===== config.mk =====
export PLATFORM = sky130hd
export DESIGN_NAME = chimera_cluster_isolate
export DESIGN_NICKNAME = d
export VERILOG_FILES = /design/src/rtl/chimera_cluster_isolate.sv
export SDC_FILE = /design/constraint.sdc
export NUM_CORES = 1
export LEC_CHECK = 0
export CORE_AREA = 2 2 117 119
export DETAILED_ROUTE_END_ITERATION = 8
export DIE_AREA = 0 0 119 121
export GPL_ROUTABILITY_DRIVEN = 0
export PLACE_DENSITY = 0.58
export SYNTH_ARGS = -nofsm -noshare
export SYNTH_HDL_FRONTEND = slang
export SYNTH_SLANG_ARGS = --single-unit
export TNS_END_PERCENT = 50

===== constraint.sdc =====
create_clock -name clk_i -period 3.51 [get_ports clk_i]
set_input_delay 0.8775 -clock clk_i [delete_from_list [all_inputs] [get_ports clk_i]]
set_output_delay 0.8775 -clock clk_i [all_outputs]
set_load 0.005 [all_outputs]

===== src/rtl/chimera_cluster_isolate.sv =====
// chimera_cluster_isolate
// Cycle-transparent AXI guard for one cluster master port. Tracks outstanding
// reads and writes, caps each direction at MaxOutstanding, and on request
// quiesces the port (block new AW/AR, drain in-flight traffic, then report
// isolation) so the cluster can be clock-gated or reset safely.
// The default request/response types are minimal stand-ins; the parent
// supplies the real AXI structs. Only the fields named here are used:
// aw_valid, ar_valid, w_valid, w.last, b_ready, r_ready, and the matching
// ready/valid fields plus r.last on the response side.
module chimera_cluster_isolate #(
  parameter int unsigned MaxOutstanding = 16,
  parameter type axi_req_t = struct packed {
    logic [31:0] aw;
    logic        aw_valid;
    struct packed {
      logic [31:0] data;
      logic        last;
    } w;
    logic        w_valid;
    logic        b_ready;
    logic [31:0] ar;
    logic        ar_valid;
    logic        r_ready;
  },
  parameter type axi_resp_t = struct packed {
    logic        aw_ready;
    logic        ar_ready;
    logic        w_ready;
    logic [5:0]  b;
    logic        b_valid;
    struct packed {
      logic [31:0] data;
      logic        last;
    } r;
    logic        r_valid;
  },
  localparam int unsigned CntW = $clog2(MaxOutstanding + 1)
) (
  input  logic            clk_i,
  input  logic            rst_ni,
  input  logic            isolate_i,
  output logic            isolated_o,
  input  axi_req_t        slv_req_i,
  output axi_resp_t       slv_resp_o,
  output axi_req_t        mst_req_o,
  input  axi_resp_t       mst_resp_i,
  output logic [CntW-1:0] wr_outstanding_o,
  output logic [CntW-1:0] rd_outstanding_o
);

  // Pending-W tracker is signed: W data may legally run ahead of its AW.
  localparam int unsigned PendW = CntW + 1;
  localparam logic [CntW-1:0] MaxCnt = CntW'(MaxOutstanding);
  localparam logic signed [PendW-1:0] MaxPend = PendW'(MaxOutstanding);

  typedef enum logic [1:0] {
    ST_RUN      = 2'd0,
    ST_DRAIN    = 2'd1,
    ST_ISOLATED = 2'd2
  } state_e;

  state_e                   r_state;
  state_e                   w_state_next;
  logic [CntW-1:0]          r_wr_cnt;
  logic [CntW-1:0]          r_rd_cnt;
  logic signed [PendW-1:0]  r_w_pend;
  logic                     r_aw_sticky;
  logic                     r_ar_sticky;

  logic w_aw_open;
  logic w_ar_open;
  logic w_w_open;
  logic w_mst_aw_valid;
  logic w_mst_ar_valid;
  logic w_mst_w_valid;
  logic w_aw_hs;
  logic w_ar_hs;
  logic w_wlast_hs;
  logic w_b_hs;
  logic w_rlast_hs;
  logic w_drained;

  // Gates depend only on registered state, so no ready-to-valid path exists.
  // A sticky flag keeps an already presented AW/AR open until it handshakes.
  assign w_aw_open = ((r_state == ST_RUN) && (r_wr_cnt < MaxCnt)) || r_aw_sticky;
  assign w_ar_open = ((r_state == ST_RUN) && (r_rd_cnt < MaxCnt)) || r_ar_sticky;
  assign w_w_open  = (r_state != ST_ISOLATED);

  assign w_mst_aw_valid = slv_req_i.aw_valid & w_aw_open;
  assign w_mst_ar_valid = slv_req_i.ar_valid & w_ar_open;
  assign w_mst_w_valid  = slv_req_i.w_valid & w_w_open;

  assign w_aw_hs    = w_mst_aw_valid & mst_resp_i.aw_ready;
  assign w_ar_hs    = w_mst_ar_valid & mst_resp_i.ar_ready;
  assign w_wlast_hs = w_mst_w_valid & mst_resp_i.w_ready & slv_req_i.w.last;
  assign w_b_hs     = mst_resp_i.b_valid & slv_req_i.b_ready;
  assign w_rlast_hs = mst_resp_i.r_valid & slv_req_i.r_ready & mst_resp_i.r.last;

  assign w_drained = (r_wr_cnt == '0) && (r_rd_cnt == '0) && (r_w_pend == '0)
                   && !r_aw_sticky && !r_ar_sticky;

  // Payload passes straight through; only AW/AR/W valid and ready are gated.
  always_comb begin
    mst_req_o           = slv_req_i;
    slv_resp_o          = mst_resp_i;
    mst_req_o.aw_valid  = w_mst_aw_valid;
    mst_req_o.ar_valid  = w_mst_ar_valid;
    mst_req_o.w_valid   = w_mst_w_valid;
    slv_resp_o.aw_ready = mst_resp_i.aw_ready & w_aw_open;
    slv_resp_o.ar_ready = mst_resp_i.ar_ready & w_ar_open;
    slv_resp_o.w_ready  = mst_resp_i.w_ready & w_w_open;
  end

  // Next-state logic for the quiesce sequence.
  always_comb begin
    w_state_next = r_state;
    case (r_state)
      ST_RUN: begin
        if (isolate_i) w_state_next = ST_DRAIN;
      end
      ST_DRAIN: begin
        if (!isolate_i)     w_state_next = ST_RUN;
        else if (w_drained) w_state_next = ST_ISOLATED;
      end
      ST_ISOLATED: begin
        if (!isolate_i) w_state_next = ST_RUN;
      end
      default: w_state_next = ST_RUN;
    endcase
  end

  // State register, outstanding counters and valid-stability flags.
  always_ff @(posedge clk_i) begin
    if (!rst_ni) begin
      r_state     <= ST_RUN;
      r_wr_cnt    <= '0;
      r_rd_cnt    <= '0;
      r_w_pend    <= '0;
      r_aw_sticky <= 1'b0;
      r_ar_sticky <= 1'b0;
    end else begin
      r_state     <= w_state_next;
      // Simultaneous increment and decrement cancel out.
      r_wr_cnt    <= r_wr_cnt + CntW'(w_aw_hs) - CntW'(w_b_hs);
      r_rd_cnt    <= r_rd_cnt + CntW'(w_ar_hs) - CntW'(w_rlast_hs);
      r_w_pend    <= r_w_pend + PendW'(w_aw_hs) - PendW'(w_wlast_hs);
      // Set while a forwarded valid waits for ready, cleared on handshake.
      r_aw_sticky <= w_mst_aw_valid & ~mst_resp_i.aw_ready;
      r_ar_sticky <= w_mst_ar_valid & ~mst_resp_i.ar_ready;
    end
  end

  assign isolated_o       = (r_state == ST_ISOLATED);
  assign wr_outstanding_o = r_wr_cnt;
  assign rd_outstanding_o = r_rd_cnt;

  // Counters never wrap; a wrap means the surrounding protocol is broken.
  a_wr_overflow:  assert property (@(posedge clk_i) disable iff (!rst_ni)
    !(w_aw_hs && !w_b_hs && (r_wr_cnt == MaxCnt)));
  a_wr_underflow: assert property (@(posedge clk_i) disable iff (!rst_ni)
    !(w_b_hs && !w_aw_hs && (r_wr_cnt == '0)));
  a_rd_overflow:  assert property (@(posedge clk_i) disable iff (!rst_ni)
    !(w_ar_hs && !w_rlast_hs && (r_rd_cnt == MaxCnt)));
  a_rd_underflow: assert property (@(posedge clk_i) disable iff (!rst_ni)
    !(w_rlast_hs && !w_ar_hs && (r_rd_cnt == '0)));
  a_wp_overflow:  assert property (@(posedge clk_i) disable iff (!rst_ni)
    !(w_aw_hs && !w_wlast_hs && (r_w_pend == MaxPend)));
  a_wp_underflow: assert property (@(posedge clk_i) disable iff (!rst_ni)
    !(w_wlast_hs && !w_aw_hs && (r_w_pend == -MaxPend)));

endmodule

==> results of run 1 <==
state kept, by name, summed over array words and instances, names as in the netlist:
register          flops
rd_outstanding_o      5
r_ar_sticky           1
r_w_pend              6
r_state               2
r_aw_sticky           1
wr_outstanding_o      5
routing by layer:
layer,wire length [um],track usage [%],vias to the layer above
li1,-,-,548
met1,1553,5.646,563
met2,2494,11.57,73
met3,572,3.102,42
met4,212,4.390,0
met5,0,0,-
Yosys cell counts:
| master | instances | share of area [%] |
|---|---|---|
| nor3_1 | 3 | 0.64 |
| nor2b_1 | 5 | 1.3 |
| nand4b_1 | 1 | 0.37 |
| buf_4 | 143 | 46 |
| clkbuf_1 | 2 | 0.32 |
| o21a_1 | 1 | 0.32 |
| and2_1 | 14 | 3.7 |
| nor2_1 | 5 | 0.80 |
| nand2b_1 | 3 | 0.80 |
| and3b_1 | 3 | 1.1 |
| nand3_1 | 1 | 0.21 |
| xor2_1 | 6 | 2.2 |
| or3_1 | 2 | 0.53 |
| nor4b_2 | 1 | 0.64 |
| o21ai_0 | 3 | 0.64 |
| dfxtp_1 | 20 | 17 |
| ha_1 | 20 | 11 |
| o21bai_1 | 1 | 0.32 |
| inv_1 | 20 | 3.2 |
| nand2_1 | 3 | 0.48 |
| a21o_1 | 3 | 0.96 |
| nor4b_1 | 3 | 1.1 |
| a21oi_1 | 7 | 1.5 |
| nand4_1 | 1 | 0.27 |
| xnor2_1 | 2 | 0.74 |
| and3_1 | 4 | 1.1 |
| a41o_1 | 1 | 0.42 |
| a31oi_1 | 1 | 0.27 |
| fa_1 | 3 | 2.5 |
| o311ai_0 | 1 | 0.37 |
stage by stage:
stage / std cells / setup slack [ns] / power (W) / instance area, sq um
4_1_cts: 356 / 0.4271 / 0.001210 / 1963
5_1_grt: 356 / 0.2284 / 0.001307 / 1963
3_3_place_gp: 352 / 0.2049 / 0.0009281 / 1874
3_5_place_dp: 352 / 0.1776 / 0.0009454 / 1874
2_1_floorplan: 283 / 0.7494 / 0.0008565 / 2357
6_report: 356 / 0.4286 / 0.001189 / 1963
cell families after synthesis:
| family | synth area share, % |
|---|---|
| adders and majority gates | 13.16 |
| and+or+nand+nor | 13.06 |
| buffers and inverters | 49.04 |
| AOI/OAI and AO/OA | 4.777 |
| xor gates and xnor gates | 2.973 |
| DFF | 16.98 |
worst max-delay path: stages:
cell	delay (ns)
clkdlybuf4s50_1	0.47
nor2b_1	0.18
nand2_1	0.08
ha_1	0.27
inv_1	0.04
ha_1	0.20
fa_1	0.40
a21oi_1	0.15
nor2_1	0.06
or3_1	0.32
and3_1	0.17
layout make-up:
type | count | area [sq um] | area share [%]
Tap cell | 176 | 220.2 | 11.22
Clock buffer | 4 | 88.84 | 4.525
Inverter | 20 | 75.07 | 3.824
Multi-Input combinational cell | 98 | 800.8 | 40.79
Timing Repair Buffer | 38 | 377.9 | 19.25
Sequential cell | 20 | 400.4 | 20.40
power groups by stage:
stage | combinational (W) | clock [W] | sequential [W]
after floorplan | 0.000517 | 0 | 0.000340
after global placement | 0.000577 | 0 | 0.000351
after detailed placement | 0.000592 | 0 | 0.000353
after CTS | 0.000598 | 0.000262 | 0.000349
after global routing | 0.000679 | 0.000272 | 0.000355
final | 0.000587 | 0.000257 | 0.000346
final timing paths:
kind | slack (ns) | endpoint
worst max-delay path | 0.43 | rd_outstanding_o[4]$_SDFF_PN0_
worst min-delay path | 0.59 | r_w_pend[0]$_SDFF_PN0_
worst max register to register | 0.88 | wr_outstanding_o[4]$_SDFF_PN0_
worst min register to register | 0.59 | r_w_pend[0]$_SDFF_PN0_
==> key figures, run 1 <==
Pwr
  – Sw frac: 34.00%
  – Pwr/cell area: 605.9 nW/um^2
  – VDD IR max: 0.0001768 V
  – Sequential share of power: 29.1%
  – Logic pwr share: 49.4%
  – Switching pwr: 0.0004045 W
  – Clock group share of total power: 21.6%
  – P_int: 0.0007850 W
  – Pleak: 0.7976 nW

Flow run
  – Max-cap violations: 0

Synthesis
  – Syn avg cell area: 8.330 sq um
  – Cell variety after synth: 30
  – Syn Inst Count: 283
  – Warnings, synthesis: 0
  – Yosys reg bits: 20
  – Sequential share of the synthesized area: 16.99%
  – Mapped Nets: 455
  – Mapped Area: 2357 sq um

Clocking
  – CTS max path bufs: 2
  – Setup bufs post-CTS: 0
  – Post-CTS resize count: 0
  – CTS tree: yes
  – H-tree levels: 1
  – Worst-Skew Late Latency: 0.25 ns
  – # hold bufs at CTS: 0
  – Clock transition at path regs: 0.06 ns
  – Num CTS Buffers: 3
  – CTS sink count: 20
  – Root Buffer: clkbuf_16

STA
  – Worst slew pin tran: 0.7094 ns
  – Clk_skew: 0.002385 ns
  – Final worst-path cycle share: 87.79%
  – Peak Freq: 324.5 MHz
  – RSZ-0062 raised after global routing: false
  – Finish-stage setup viols: 0
  – Final hold slack: 0.5862 ns
  – Worst slew margin: 52.56%
  – Fin. Hold Viols: 0
  – Fin. max-slew vios: 0
  – Sum Neg Setup Slack: 0 ns
  – Final min period: 3.081 ns

Floorplan
  – Horiz. Die Dim: 119 um
  – Core Rows: 42
  – I/O pins: 306
  – Initial Util: 18.01%
  – Core area: 13090 sq um
  – Die area: 14400 sq um
  – Die height: 121 um

Critical path
  – Crit. End Element: flop
  – CP Class: primary input to flop
  – Reg2reg path depth: 13
  – CP required: 3.65 ns
  – Max FO, Critical Path: 2
  – Critical path startpoint: slv_req_i[1]
  – CP arrival: 3.22 ns
  – R2R Path Start: r_state[1]$_SDFFE_PN0P_
  – Critical path startpoint category: primary input

Layout
  – Fillcell total: 1465
  – Commonest non-fill, non-tap cell in the layout: clkdlybuf4s50_1
  – Share of cells above drive strength 1: 3.333%
  – Final core utilization: 15.00%
  – Area growth syn-to-layout: -16.72%
  – Most frequent cells in the layout: clkdlybuf4s50_1 (37), inv_1 (20), ha_1 (20), dfxtp_1 (20), and2_1 (14)
  – N_diodes: 0
  – Nets: 353

Global route
  – Initial antenna violation count: 0
  – GRT Util Overall: 6.429%
  – Largest net degree at the start of global routing: 24
  – First-pass GRT wire length: 7.107 mm
  – Vias in the first global route: 1295
  – Grt ovf: 0

Worst hold path
  – HP Start: r_w_pend[0]$_SDFF_PN0_
  – Hold Crit Class: flop to flop
  – Hold Crit Depth: 2

Placed design
  – Post-DP HPWL: 4.091 mm
  – PortBufs: 37

Detailed routing
  – Routed WL: 4.833 mm
  – Post-route ant nets: 0
  – Via count: 1226
  – Initial drt markers: 28
  – Vias per cell: 3.444
  – DR pass1 iterations: 4
  – Residual DRC: 0
  – Drt wl/cell: 13.58 um

Status
  – Status: complete, no violations
Note: power is estimated with default switching activity, not from simulation.
==> inputs of run 2 (changes only) <==
- CAP_MARGIN: default -> 40
==> results of run 2 <==
Same layout as run 1: the final DEF is identical, and so are final timing and power.
==> inputs of run 3 (changes only) <==
- ABC_AREA: default -> 1
- CORE_AREA: 2 2 117 119 -> 2 2 118 120
- CTS_CLUSTER_DIAMETER: default -> 150
- DIE_AREA: 0 0 119 121 -> 0 0 120 122
- PLACE_DENSITY: 0.58 -> 0.57
==> key figures, run 3 <==
Clocking
  – Root Buffer: clkbuf_16
  – CTS max path bufs: 2 (unchanged)
  – Setup bufs post-CTS: 0 (unchanged)
  – Worst-Skew Late Latency: 0.25 ns (about the same)
  – Num CTS Buffers: 3 (unchanged)
  – H-tree levels: 1 (unchanged)
  – Post-CTS resize count: 0 (unchanged)
  – CTS tree: yes
  – CTS sink count: 20 (unchanged)
  – # hold bufs at CTS: 0 (unchanged)
  – Clock transition at path regs: 0.06 ns (about the same)

Detailed routing
  – Via count: 1398 (+14%)
  – Drt wl/cell: 13.80 um (+1.7%)
  – Vias per cell: 3.401 (-1.2%)
  – Post-route ant nets: 0 (unchanged)
  – Initial drt markers: 13 (-54%)
  – Routed WL: 5.673 mm (+17%)
  – DR pass1 iterations: 4 (unchanged)
  – Met1 wire length: 1.732 mm (+12%)
  – Uppermost routed layer: met4
  – Met3 wire len: 795 um (+39%)
  – Metal2 WL: 2.724 mm (+9.2%)
  – Residual DRC: 0 (unchanged)

Critical path
  – Reg2reg path depth: 14 (+1)
  – Most used cell, CP: clkdlybuf4s50_1
  – R2R Path Start: r_state[1]$_SDFFE_PN0P_
  – Max stage delay on crit path: 0.53 ns (+0.06 ns)
  – Reg2reg setup slack: 1.04 ns (+0.16 ns)
  – Crit. End Element: output port
  – Max FO, Critical Path: 2 (unchanged)
  – Crit path cell chain: clkdlybuf4s50_1 -> inv_1 -> nor2_1 -> clkdlybuf4s50_1
  – CP max-delay cell: clkdlybuf4s50_1
  – CP arrival: 2.11 ns (-1.11 ns)
  – FF-to-FF End: r_w_pend[4]$_SDFF_PN0_
  – CP required: 2.63 ns (-1.02 ns)
  – Critical path startpoint category: primary input
  – CP Class: primary input to output port

Layout
  – Reg with most FFs: r_w_pend
  – Final core utilization: 14.85% (-0.15 points)
  – Fillcell total: 1531 (+4.5%)
  – Nets: 404 (+14%)
  – Share of cells above drive strength 1: 2.597% (-0.74 points)
  – Post-route cell area: 2006 sq um (+2.2%)
  – Commonest non-fill, non-tap cell in the layout: inv_1
  – Area growth syn-to-layout: -16.68% (about the same)
  – Most frequent cells in the layout: inv_1 (42), nand2_1 (40), clkdlybuf4s50_1 (37)
  – Footprint of the multi-input gates: 759.5 sq um (-5.2%)
  – Largest register FFs: 6 (unchanged)
  – Storage cell area: 400.4 sq um (unchanged)
  – N_diodes: 0 (unchanged)

Flow run
  – Max-cap violations: 0 (unchanged)

Synthesis
  – Most common cell in the netlist: buf_4
  – Cell taking the most area after synthesis: buf_4
  – Synth Flop Type: dfxtp_1
  – Warnings, synthesis: 0 (unchanged)
  – Synth top area cells: buf_4 (45%), dfxtp_1 (17%), ha_1 (10%)
  – Synth Area in Compound Gates: 2.599% (-2.2 points)
  – Ys async rst share: 0% (unchanged)
  – Sequential share of the synthesized area: 16.63% (-0.35 points)
  – Largest family of logic cells by synthesized area: buffers and inverters
  – EDFF count, synth: 0 (unchanged)
  – Syn Inst Count: 335 (+18%)
  – Adder-Cell Fraction of Synth Area: 12.89% (-0.27 points)
  – Fraction of the mapped netlist area in simple logic gates: 15.33% (+2.3 points)
  – Xor and xnor area share after synthesis: 0.7277% (-2.2 points)
  – Mapped Nets: 507 (+11%)
  – Mapped Area: 2407 sq um (+2.1%)
  – Mux contribution to synthesized area: 0% (unchanged)
  – Yosys reg bits: 20 (unchanged)
  – Yosys top cell area share: 44.91% (-0.63 points)
  – Cell variety after synth: 19 (-37%)
  – Syn avg cell area: 7.186 sq um (-14%)
  – Synth cell count leaders: buf_4 (144), inv_1 (42), nand2_1 (40), nor2_1 (34)

Floorplan
  – Horiz. Die Dim: 120 um (+0.84%)
  – I/O pins: 306 (unchanged)
  – Core area: 13500 sq um (+3.2%)
  – Die area: 14640 sq um (+1.7%)
  – Core Rows: 43 (+2.4%)
  – Initial Util: 17.83% (-0.19 points)
  – Die height: 122 um (+0.83%)

STA
  – RSZ-0062 raised after global routing: false
  – Clk_skew: 0.001889 ns (-0.0004959 ns)
  – Worst slew margin: 54.07% (+1.5 points)
  – Final min period: 2.983 ns (-0.09894 ns)
  – Final worst-path cycle share: 84.97% (-2.8 points)
  – Finish-stage setup viols: 0 (unchanged)
  – Final hold slack: 0.4985 ns (-0.08771 ns)
  – Worst slew pin tran: 0.6868 ns (-0.02261 ns)
  – Fin. max-slew vios: 0 (unchanged)
  – Sum Neg Setup Slack: 0 ns (unchanged)
  – Fin. Hold Viols: 0 (unchanged)
  – Peak Freq: 335.3 MHz (+3.3%)

Pwr
  – Clock group share of total power: 21.2% (-0.4 points)
  – VDD IR max: 0.0002510 V (+42%)
  – Pleak: 0.9497 nW (+19%)
  – P_int: 0.0007555 W (-3.8%)
  – Pwr/cell area: 615.3 nW/um^2 (+1.6%)
  – Total power draw: 0.001234 W (+3.8%)
  – Switching pwr: 0.0004786 W (+18%)
  – Logic pwr share: 51.1% (+1.7 points)
  – Sequential share of power: 27.7% (-1.4 points)
  – Sw frac: 38.78% (+4.8 points)

Placed design
  – Area after DPL: 1917 sq um (+2.3%)
  – PortBufs: 37 (unchanged)
  – Post-DP HPWL: 4.874 mm (+19%)

Status
  – Status: complete, no violations

Global route
  – Largest net degree at the start of global routing: 18 (-25%)
  – First-pass GRT wire length: 8.162 mm (+15%)
  – GRT Util Overall: 7.537% (+1.1 points)
  – Vias in the first global route: 1394 (+7.6%)
  – Grt ovf: 0 (unchanged)
  – Initial antenna violation count: 0 (unchanged)

Worst hold path
  – Hold Crit Class: flop to flop
  – Hold Crit Depth: 2 (unchanged)
  – WHS Endpoint: r_state[1]$_SDFFE_PN0P_
  – HP Start: r_state[1]$_SDFFE_PN0P_
==> run 3: cell types whose count changed in the layout (fill, tap and decap cells not counted), moves of 4 or more <==
cell / delta
xor2_1: -4
and2_1: -14
inv_1: +22
nand3_1: +5
nand2_1: +37
nor2b_1: -5
nor2_1: +29
==> run 3: power groups by stage <==
stage,logic (W),registers [W],clock network [W]
CTS,0.000639,0.000344,0.000270
finish,0.000631,0.000342,0.000261
global route,0.000738,0.000355,0.000283
floorplan,0.000548,0.000339,0
global placement,0.000620,0.000347,0
detailed placement,0.000634,0.000349,0
==> run 3: worst max path at each step <==
stage	startpoint	endpoint	slack, ns	depth (start not counted)
finish	slv_req_i[35]	mst_req_o[35]	0.53	4
global route	slv_req_i[69]	r_w_pend[4]$_SDFF_PN0_	0.36	14
CTS	slv_req_i[35]	mst_req_o[35]	0.48	4
detailed placement	slv_req_i[69]	r_w_pend[4]$_SDFF_PN0_	0.35	14
global placement	slv_req_i[69]	r_w_pend[4]$_SDFF_PN0_	0.40	14
floorplan	slv_req_i[69]	r_w_pend[4]$_SDFF_PN0_	1.00	13
==> run 3: critical path, delay by kind of cell <==
kind,cells,cell delay (ns)
buffers and inverters,3,1.07
and+or+nand+nor,1,0.16
==> run 3: metal layers <==
metal | vias to the layer above | track usage, %
li1 | 666 | -
met1 | 603 | 6.361
met2 | 75 | 12.86
met3 | 54 | 4.354
met4 | 0 | 6.176
met5 | - | 0
==> run 3: cell families (layout without fill, tap and decap cells) <==
logic type / after synthesis / after routing
AOI/OAI and AO/OA: 12 / 12
buffers and inverters: 188 / 84
DFF: 20 / 20
adders and majority gates: 23 / 23
xor gates and xnor gates: 2 / 2
and+or+nand+nor: 90 / 90
==> run 3: area by class of cell <==
class                      instances  area share (%)
clock buffer                       4           4.429
inverter                          43           8.047
multi-input combinational        127           37.87
sequential                        20           19.96
tap                              180           11.23
timing repair buffer              37           18.47
==> run 3: per-stage QoR <==
stage                     worst slack (ns)  instances
after detailed placement            0.3468        407
after CTS                           0.4815        411
after global routing                0.3592        411
after floorplan                      1.001        335
final                               0.5275        411
after global placement              0.3974        407
